### src/rtl/id_ex_stage.sv
// ID/EX pipeline register: load-use bubble insertion, flush/stall priority and WB->ID write-through bypass.
// Optional hazard counters are enabled by defining HAZARD_PERF_EN.
module id_ex_stage #(
   parameter int XLEN       = 32,
   parameter int REG_ADDR_W = 5,
   parameter int ALU_OP_W   = 4
) (
   input  logic                  clk,
   input  logic                  rst,
   input  logic                  id_valid,
   input  logic [XLEN-1:0]       id_pc,
   input  logic [REG_ADDR_W-1:0] id_rs1,
   input  logic [REG_ADDR_W-1:0] id_rs2,
   input  logic                  id_uses_rs1,
   input  logic                  id_uses_rs2,
   input  logic [REG_ADDR_W-1:0] id_rd,
   input  logic [XLEN-1:0]       id_rs1_data,
   input  logic [XLEN-1:0]       id_rs2_data,
   input  logic [XLEN-1:0]       id_imm,
   input  logic [ALU_OP_W-1:0]   id_alu_op,
   input  logic                  id_alu_src,
   input  logic                  id_mem_read,
   input  logic                  id_mem_write,
   input  logic                  id_reg_write,
   input  logic                  id_mem_to_reg,
   input  logic                  wb_reg_write,
   input  logic [REG_ADDR_W-1:0] wb_rd,
   input  logic [XLEN-1:0]       wb_data,
   input  logic                  flush_ex,
   input  logic                  stall_mem,
   output logic                  ex_valid,
   output logic [XLEN-1:0]       ex_pc,
   output logic [REG_ADDR_W-1:0] ex_rs1,
   output logic [REG_ADDR_W-1:0] ex_rs2,
   output logic [REG_ADDR_W-1:0] ex_rd,
   output logic [XLEN-1:0]       ex_rs1_data,
   output logic [XLEN-1:0]       ex_rs2_data,
   output logic [XLEN-1:0]       ex_imm,
   output logic [ALU_OP_W-1:0]   ex_alu_op,
   output logic                  ex_alu_src,
   output logic                  ex_mem_read,
   output logic                  ex_mem_write,
   output logic                  ex_reg_write,
   output logic                  ex_mem_to_reg,
   output logic                  stall_if_id
`ifdef HAZARD_PERF_EN
   ,
   output logic [31:0]           perf_lu_cnt,
   output logic [31:0]           perf_flush_cnt,
   output logic [31:0]           perf_stall_cnt
`endif
);

   typedef struct packed {
      logic                  valid;
      logic [XLEN-1:0]       pc;
      logic [REG_ADDR_W-1:0] rs1;
      logic [REG_ADDR_W-1:0] rs2;
      logic [REG_ADDR_W-1:0] rd;
      logic [XLEN-1:0]       rs1_data;
      logic [XLEN-1:0]       rs2_data;
      logic [XLEN-1:0]       imm;
      logic [ALU_OP_W-1:0]   alu_op;
      logic                  alu_src;
      logic                  mem_read;
      logic                  mem_write;
      logic                  reg_write;
      logic                  mem_to_reg;
   } ex_t;

   ex_t  ex_q, ex_d;
   logic lu, byp_rs1, byp_rs2;

   assign lu = ex_q.valid && ex_q.mem_read && (ex_q.rd != '0) && id_valid &&
               ((id_uses_rs1 && (id_rs1 == ex_q.rd)) || (id_uses_rs2 && (id_rs2 == ex_q.rd)));

   // The register file writes at the end of this cycle, so ID read stale data.
   assign byp_rs1 = wb_reg_write && (wb_rd != '0) && (wb_rd == id_rs1);
   assign byp_rs2 = wb_reg_write && (wb_rd != '0) && (wb_rd == id_rs2);

   assign stall_if_id = !rst && (stall_mem || (!flush_ex && lu));

   always_comb begin
      ex_d = ex_q;
      if (stall_mem) begin
         ex_d = ex_q;
      end else if (flush_ex || lu) begin
         ex_d = '0;
      end else begin
         ex_d.valid      = id_valid;
         ex_d.pc         = id_pc;
         ex_d.rs1        = id_rs1;
         ex_d.rs2        = id_rs2;
         ex_d.rd         = id_rd;
         ex_d.rs1_data   = byp_rs1 ? wb_data : id_rs1_data;
         ex_d.rs2_data   = byp_rs2 ? wb_data : id_rs2_data;
         ex_d.imm        = id_imm;
         ex_d.alu_op     = id_alu_op;
         ex_d.alu_src    = id_alu_src;
         ex_d.mem_read   = id_mem_read   && id_valid;
         ex_d.mem_write  = id_mem_write  && id_valid;
         ex_d.reg_write  = id_reg_write  && id_valid;
         ex_d.mem_to_reg = id_mem_to_reg && id_valid;
      end
   end

   always_ff @(posedge clk or posedge rst) begin
      if (rst) ex_q <= '0;
      else     ex_q <= ex_d;
   end

   assign ex_valid      = ex_q.valid;
   assign ex_pc         = ex_q.pc;
   assign ex_rs1        = ex_q.rs1;
   assign ex_rs2        = ex_q.rs2;
   assign ex_rd         = ex_q.rd;
   assign ex_rs1_data   = ex_q.rs1_data;
   assign ex_rs2_data   = ex_q.rs2_data;
   assign ex_imm        = ex_q.imm;
   assign ex_alu_op     = ex_q.alu_op;
   assign ex_alu_src    = ex_q.alu_src;
   assign ex_mem_read   = ex_q.mem_read;
   assign ex_mem_write  = ex_q.mem_write;
   assign ex_reg_write  = ex_q.reg_write;
   assign ex_mem_to_reg = ex_q.mem_to_reg;

`ifdef HAZARD_PERF_EN
   logic [31:0] lu_cnt_q, flush_cnt_q, stall_cnt_q;

   // Only the winning case of the priority chain is counted each cycle.
   always_ff @(posedge clk or posedge rst) begin
      if (rst) begin
         lu_cnt_q    <= '0;
         flush_cnt_q <= '0;
         stall_cnt_q <= '0;
      end else if (stall_mem) begin
         if (stall_cnt_q != '1) stall_cnt_q <= stall_cnt_q + 32'd1;
      end else if (flush_ex) begin
         if (flush_cnt_q != '1) flush_cnt_q <= flush_cnt_q + 32'd1;
      end else if (lu) begin
         if (lu_cnt_q != '1) lu_cnt_q <= lu_cnt_q + 32'd1;
      end
   end

   assign perf_lu_cnt    = lu_cnt_q;
   assign perf_flush_cnt = flush_cnt_q;
   assign perf_stall_cnt = stall_cnt_q;
`endif

endmodule
### config.mk
export PLATFORM = sky130hd
export DESIGN_NAME = id_ex_stage
export DESIGN_NICKNAME = d
export VERILOG_FILES = /design/src/rtl/id_ex_stage.sv
export SDC_FILE = /design/constraint.sdc
export NUM_CORES = 1
export LEC_CHECK = 0
export ABC_AREA = 1
export CAP_MARGIN = 20
export CORE_MARGIN = 2
export CORE_UTILIZATION = 41
export CTS_CLUSTER_SIZE = 20
export DETAILED_ROUTE_END_ITERATION = 8
export GPL_TIMING_DRIVEN = 1
export PLACE_DENSITY_LB_ADDON = 0.08
export SKIP_LAST_GASP = 1
export SYNTH_ARGS = -nofsm -noshare
export SYNTH_HDL_FRONTEND = slang
export SYNTH_SLANG_ARGS = --single-unit
export TNS_END_PERCENT = 5
### constraint.sdc
create_clock -name clk -period 6.2 [get_ports clk]
set_clock_uncertainty 0.05 [all_clocks]
set_input_delay 0.62 -clock clk [delete_from_list [all_inputs] [get_ports clk]]
set_output_delay 0.62 -clock clk [all_outputs]
set_load 0.05 [all_outputs]
==> results.md, run 1 <==
| Result | Reported | Unit |
|:---|:---|:---|
| Count of state elements after synthesis | 153 | - |
| End of the worst register-to-register path | ex_rs2_data[4] | - |
| Number of synthesis warnings | 0 | - |
| Final layout net count | 1,488 | - |
| Worst hold path depth | 2 | - |
| Initial core utilization | 41.6 | % |
| Highest achievable clock rate | 0.289 | GHz |
| Fraction of final layout cells with drive strength greater than 1 | 4.14 | % |
| Leakage power | 5.82 | nW |
| Maximum fanout encountered on the critical timing path | 4 | - |
| Post-CTS setup buffers | 0 | - |
| Int Pwr | 2.02 | mW |
| CP Data Required Time | 5530 | ps |
| Antenna violations before repair | 0 | - |
| Crit Path Class | in -> out | - |
| Routed vias/inst | 4.80 | - |
| Detailed router's first-iteration violation count | 355 | - |
| Number of iterations in the first detailed-routing pass | 5 | - |
| Clock tree from TritonCTS | done | - |
| Worst-skew pair later-pin latency | 410 | ps |
| Via count | 7,342 | - |
| Sequential-to-total area share from yosys stat | 53.8 | % |
| Largest net degree at the start of global routing | 98 | - |
| Half-perimeter wire length after detailed placement | 17.0 | mm |
| Unrepaired setup endpoints after global routing | no | - |
| Weighted congestion at the end of routability-driven global placement | 0.901 | - |
| Total grt overflow | 0 | - |
| Die X | 136 | µm |
| Startpoint of the worst-slack reg-to-reg timing path | ex_rd[3] | - |
| Area contributors post-synth | sky130_fd_sc_hd__dfrtp_1 54%, sky130_fd_sc_hd__nand2_1 33%, sky130_fd_sc_hd__nand4_1 2.9% | - |
| Kind of path behind the tightest hold check | reg -> reg | - |
| Switching power total | 992 | µW |
| Die area | 18,400 | µm² |
| Setup slack after layout | 2740 | ps |
| Overall routing resource usage | 26.3 | % |
| Residual DRC | 0 | - |
| Total clock buffers created by CTS | 17 | - |
| CTS Root Buffer Type | sky130_fd_sc_hd__clkbuf_16 | - |
| First-pass GRT wire length | 37.2 | mm |
| Worst path slowest cell | sky130_fd_sc_hd__clkdlybuf4s50_1 | - |
| CTS sink cnt | 153 | - |
| Total Routed Length | 24.5 | mm |
| Most prevalent standard cell on the critical path | sky130_fd_sc_hd__nand2_1 | - |
| Synthesized area per cell | 7.36 | µm² |
| Non-Filler Instances | 1,529 | - |
| Core region area | 17,100 | µm² |
| Critical Path Source Type | input pin | - |
| Sequential cell area in the final layout | 3830 | µm² |
| Period minus WS final | 3460 | ps |
| Worst reg2reg path depth | 10 | - |
| Netlist area before placement | 7110 | µm² |
| Largest stage delay, worst path | 830 | ps |
| # IOs | 351 | - |
| Count of instances resized after the clock tree is built | 0 | - |
| Total setup violations reported at the end of the flow | 0 | - |
| Final Hold Fails | 0 | - |
| Worst-margin pin slew | 1060 | ps |
| Area growth from synthesis to layout | 59.6 | % |
| Vias in the first global route | 6,790 | - |
| Power share of the clock group | 36.0 | % |
| Number of pins with negative max-slew slack in the final report | 0 | - |
| Cell count after synthesis | 967 | - |
| Count of max-cap constraint violations | 0 | - |
| # rows | 48 | - |
| Worst-case register-to-register setup slack | 3930 | ps |
| Number of buffers added on ports | 350 | - |
| Placed cells | 1,497 | - |
| CTS Buffer Depth | 2 | - |
| Area of the multi-input gates | 2930 | µm² |
| Total power divided by cell area | 265 | nW/µm² |
| Hold buffers post-CTS | 0 | - |
| CTS clock-pin slew for the worst setup and hold paths | 60 | ps |
| H-tree Lvls | 4 | - |
| Critical path arrival | 2790 | ps |
| Filler instances | 1,531 | - |
| Worst hold path startpoint | ex_rs2_data[28] | - |
| Normalized max-slew margin | 29.3 | % |
| Commonest cells after routing, fill and taps aside | 632 x sky130_fd_sc_hd__nand2_1, 349 x sky130_fd_sc_hd__clkdlybuf4s50_1, 153 x sky130_fd_sc_hd__dfrtp_1 | - |
| Result of the run | complete, no violations | - |
| Drt wl/cell | 16.0 | µm |
| Worst hold endpoint | ex_rs2_data[28] | - |
| Total Negative Setup Slacks | 0 | ps |
| Net count after synthesis | 1,164 | - |
| Hold slack | 426 | ps |
| Post-synth cell types | 16 | - |
| Power share of the sequential group | 37.3 | % |
| Ordered list of cells on the worst path | clkdlybuf4s50_1 -> inv_1 -> nand2_1 -> nand2_1 -> nor2_1 -> nand3_1 -> nand2_1 -> nand3_1 -> a21oi_1 -> clkdlybuf4s50_1 | - |
| Synth top area share | 53.8 | % |
| Most common library cell in the layout ignoring fill and taps | sky130_fd_sc_hd__nand2_1 | - |
| Height of the die | 136 | µm |
| Sw Ratio | 33.0 | % |
| Synth area leader | sky130_fd_sc_hd__dfrtp_1 | - |
| Comb pwr share | 26.7 | % |
| Peak supply drop | 0.197 | mV |
| Worst setup slack after placement | 2760 | ps |
| Period Utilization, post-route | 55.8 | % |
| Post-DRT Antenna Nets | 0 | - |
| Element type at the critical path end | output pin | - |
| Core occupancy in the finished layout | 66.3 | % |
| Ant diodes | 0 | - |
-- metrics by stage --
step | instance area, µm² | power [mW]
after floorplan | 7110 | 1.59
final | 11300 | 3.01
after global routing | 11300 | 3.13
after detailed placement | 10700 | 1.95
after CTS | 11300 | 3.03
after global placement | 10700 | 1.94
-- worst max-delay path, delay by kind of cell --
kind                   cells  cell delay (ps)
AND/OR/NAND/NOR            6              530
buffers and inverters      3             1510
AO/OA/AOI/OAI              1              130
-- cells by family after synthesis --
family,synth area share (%)
AND/OR/NAND/NOR,39.9
buffers and inverters,5.03
flip-flops,53.8
XOR/XNOR,0.862
AO/OA/AOI/OAI,0.405
-- synthesized netlist by cell type --
cell type                  instances
sky130_fd_sc_hd__dfrtp_1         153
sky130_fd_sc_hd__inv_2             5
sky130_fd_sc_hd__o21bai_1          1
sky130_fd_sc_hd__xnor2_1           4
sky130_fd_sc_hd__xor2_1            3
sky130_fd_sc_hd__nand3_1          41
sky130_fd_sc_hd__buf_4             3
sky130_fd_sc_hd__inv_1            24
sky130_fd_sc_hd__clkbuf_1         26
sky130_fd_sc_hd__nand2_1         632
sky130_fd_sc_hd__a21oi_4           1
sky130_fd_sc_hd__nand4_1          33
sky130_fd_sc_hd__a21oi_1           1
sky130_fd_sc_hd__buf_2            25
sky130_fd_sc_hd__buf_1             1
sky130_fd_sc_hd__nor2_1           14
-- per-layer routing --
layer | share of wire, % | GRT usage (%) | vias up
li1 | - | - | 3613
met1 | 40 | 31.9 | 3401
met2 | 48 | 44.2 | 284
met3 | 8.9 | 8.04 | 44
met4 | 2.8 | 9.66 | 0
met5 | 0 | 0 | -
-- power groups by stage --
stage / clock network, mW / registers [mW] / logic [mW]
floorplan: 0 / 1.42 / 0.170
global placement: 0 / 1.14 / 0.804
detailed placement: 0 / 1.14 / 0.807
CTS: 1.10 / 1.12 / 0.809
global route: 1.15 / 1.13 / 0.852
finish: 1.08 / 1.12 / 0.803
-- worst max path at each step --
stage | start | endpoint | slack (ps) | cells after the start
after CTS | id_rs2[3] | stall_if_id | 2750 | 10
after detailed placement | id_rs2[3] | stall_if_id | 2760 | 10
after global routing | id_rs2[3] | stall_if_id | 2680 | 10
final | id_rs2[3] | stall_if_id | 2740 | 10
after floorplan | rst | ex_alu_op[0] | 1410 | 1
after global placement | id_rs2[3] | stall_if_id | 2760 | 10
-- cell type report --
| type | count | share of cell area [%] |
|---|---|---|
| Timing Repair Buffer | 360 | 31.5 |
| Tap cell | 225 | 2.48 |
| Inverter | 29 | 1.00 |
| Clock inverter | 15 | 1.68 |
| Sequential cell | 153 | 33.7 |
| Clock buffer | 17 | 3.75 |
| Multi-Input combinational cell | 730 | 25.9 |
Power figures use the tool's default switching activity.
==> run 2, diff against run 1 <==
==> constraint.sdc (replaced) <==
create_clock -name clk -period 3.3 [get_ports clk]
set_clock_uncertainty 0.05 [all_clocks]
set_input_delay 0.33 -clock clk [delete_from_list [all_inputs] [get_ports clk]]
set_output_delay 0.33 -clock clk [all_outputs]
set_load 0.05 [all_outputs]
==> run 2 against run 1 <==
- die area stayed put
- combinational power increased by 89%
- core utilization up 0.58 points
- worst setup slack got worse by 2300 ps
- clock power grew 94%
- via count decreased by 1.7%
- largest cell class unchanged
- highest routed layer unchanged
==> results.md, run 2 (synthesized netlist as in run 1, its figures left out) <==
| Result | Reported | Unit | Delta |
|:---|:---|:---|:---|
| Result of the run | complete, no violations | - |  |
| Setup slack after layout | 432 | ps | -2300 ps |
| Drt wl/cell | 16.2 | µm | +1.0% |
| Clock tree from TritonCTS | done | - |  |
| Critical path arrival | 2490 | ps | -300 ps |
| Half-perimeter wire length after detailed placement | 17.8 | mm | +4.9% |
| Worst reg2reg path depth | 10 | - | unchanged |
| Cell class contributing the biggest share of worst-path delay | buffers and inverters | - |  |
| Period minus WS final | 2870 | ps |  |
| Maximum fanout encountered on the critical timing path | 5 | - | +1 |
| H-tree Lvls | 4 | - | unchanged |
| Hold buffers post-CTS | 0 | - | unchanged |
| Worst path slowest cell | sky130_fd_sc_hd__clkdlybuf4s50_1 | - |  |
| # IOs | 351 | - | unchanged |
| Fraction of final layout cells with drive strength greater than 1 | 4.51 | % | +0.37 points |
| Total power divided by cell area | 500 | nW/µm² | +89% |
| First-pass GRT wire length | 37.2 | mm | -0.13% |
| Total grt overflow | 0 | - | unchanged |
| Ordered list of cells on the worst path | inv_2 -> nand2_1 -> nand2_1 -> nor2_1 -> nand3_1 -> nand2_1 -> nand3_1 -> a21oi_1 -> clkdlybuf4s50_1 | - |  |
| Core occupancy in the finished layout | 66.9 | % | +0.58 points |
| Total Negative Setup Slacks | 0 | ps | unchanged |
| Element type at the critical path end | output pin | - |  |
| CTS Buffer Depth | 2 | - | unchanged |
| Logic depth of the worst setup path including buffers | 9 | - | -1 |
| CTS sink cnt | 153 | - | unchanged |
| Total Routed Length | 24.8 | mm | +1.4% |
| Height of the die | 136 | µm | unchanged |
| Die X | 136 | µm | unchanged |
| Total cell area at the placement stage | 10,800 | µm² | +0.80% |
| Most common library cell in the layout ignoring fill and taps | sky130_fd_sc_hd__nand2_1 | - |  |
| Kind of path behind the tightest hold check | in -> reg | - |  |
| Area growth from synthesis to layout | 61.0 | % |  |
| Number of iterations in the first detailed-routing pass | 4 | - | -1 |
| Worst-case register-to-register setup slack | 1290 | ps | -2640 ps |
| Count of max-cap constraint violations | 0 | - | unchanged |
| Antenna violations before repair | 0 | - | unchanged |
| Crit Path Class | reg -> out | - |  |
| Normalized max-slew margin | 51.9 | % | +23 points |
| Worst-skew pair later-pin latency | 420 | ps | about the same |
| Weighted congestion at the end of routability-driven global placement | 0.857 | - | -4.8% |
| Worst hold path depth | 3 | - | +1 |
| Unrepaired setup endpoints after global routing | no | - |  |
| Number of pins with negative max-slew slack in the final report | 0 | - | unchanged |
| Count of instances resized after the clock tree is built | 0 | - | unchanged |
| Highest achievable clock rate | 0.349 | GHz |  |
| Peak supply drop | 0.376 | mV | +90% |
| CTS clock-pin slew for the worst setup and hold paths | 60 | ps | about the same |
| Largest net degree at the start of global routing | 77 | - | -21% |
| Die area | 18,400 | µm² | unchanged |
| Commonest cells after routing, fill and taps aside | 632 x sky130_fd_sc_hd__nand2_1, 349 x sky130_fd_sc_hd__clkdlybuf4s50_1, 153 x sky130_fd_sc_hd__dfrtp_1 | - |  |
| CP Data Required Time | 2920 | ps | -2610 ps |
| Most prevalent standard cell on the critical path | sky130_fd_sc_hd__nand2_1 | - |  |
| Post-CTS setup buffers | 0 | - | unchanged |
| Total setup violations reported at the end of the flow | 0 | - | unchanged |
| Via count | 7,220 | - | -1.7% |
| Final Hold Fails | 0 | - | unchanged |
| Hold slack | 243 | ps | -183 ps |
| Vias in the first global route | 6,797 | - | +0.10% |
| Non-Filler Instances | 1,534 | - | +0.33% |
| Placed cells | 1,502 | - | +0.33% |
| Total clock buffers created by CTS | 17 | - | unchanged |
| Post-DRT Antenna Nets | 0 | - | unchanged |
| Number of buffers and inverters on the critical path | 2 | - | -1 |
| PnR Total Power | 5.72 | mW | +90% |
| Critical Path Source Type | flip-flop | - |  |
| Overall routing resource usage | 26.4 | % | +0.14 points |
| Filler instances | 1,529 | - | -0.13% |
| Largest stage delay, worst path | 830 | ps | about the same |
| Final layout net count | 1,493 | - | +0.34% |
| Number of buffers added on ports | 350 | - | unchanged |
| Leakage power | 5.87 | nW | +0.90% |
| # rows | 48 | - | unchanged |
| Detailed router's first-iteration violation count | 401 | - | +13% |
| Worst-margin pin slew | 722 | ps | -339 ps |
| Routed vias/inst | 4.71 | - | -2.0% |
| Core region area | 17,100 | µm² | unchanged |
| Period Utilization, post-route | 86.9 | % |  |
| Design Area, Final | 11,400 | µm² | +0.87% |
| CTS Root Buffer Type | sky130_fd_sc_hd__clkbuf_16 | - |  |
| Worst setup slack after placement | 478 | ps | -2280 ps |
| Residual DRC | 0 | - | unchanged |
| Ant diodes | 0 | - | unchanged |
| Initial core utilization | 41.6 | % | unchanged |
## run 2: cell count changes in the layout (fill, tap and decap cells not counted)
cell and change:
sky130_fd_sc_hd__inv_6 +1, sky130_fd_sc_hd__buf_12 +4, sky130_fd_sc_hd__clkinvlp_4 -2, sky130_fd_sc_hd__inv_8 +2, sky130_fd_sc_hd__buf_4 +1, sky130_fd_sc_hd__clkinv_2 -1
## run 2: area by class of cell
class	instances	area, µm²	share of cell area [%]
Sequential cell	153	3830	33.4
Timing Repair Buffer	365	3660	32.0
Multi-Input combinational cell	730	2930	25.6
Clock buffer	17	425	3.72
Tap cell	225	282	2.46
Clock inverter	15	203	1.77
Inverter	29	113	0.984
## run 2: layer usage
layer,track usage (%),up-vias,wire (µm)
met5,0,-,0
met4,8.68,0,570
met3,8.98,37,2380
met2,45.0,281,12100
met1,31.4,3273,9770
li1,-,3629,-
## run 2: final timing paths
kind,from,endpoint
min,stall_mem,ex_pc[26]
max reg2reg,ex_rd[3],ex_valid
max,ex_rd[3],stall_if_id
min in group asynchronous,rst,ex_pc[25]
min reg2reg,ex_rs2_data[24],ex_rs2_data[24]
max in group asynchronous,rst,ex_rs2_data[15]
## run 2: power by group
part / switching (mW) / total (mW) / internal, mW
combinational: 0.954 / 1.52 / 0.566
sequential: 0.0849 / 2.11 / 2.02
clock: 0.869 / 2.09 / 1.22
total: 1.91 / 5.72 / 3.81
## run 2: worst register-to-register path, delay by kind of cell (launching register included)
family                 cells  cell delay (ps)
buffers and inverters      2              440
AND/OR/NAND/NOR            7              530
AO/OA/AOI/OAI              1              490
flip-flops                 1              450
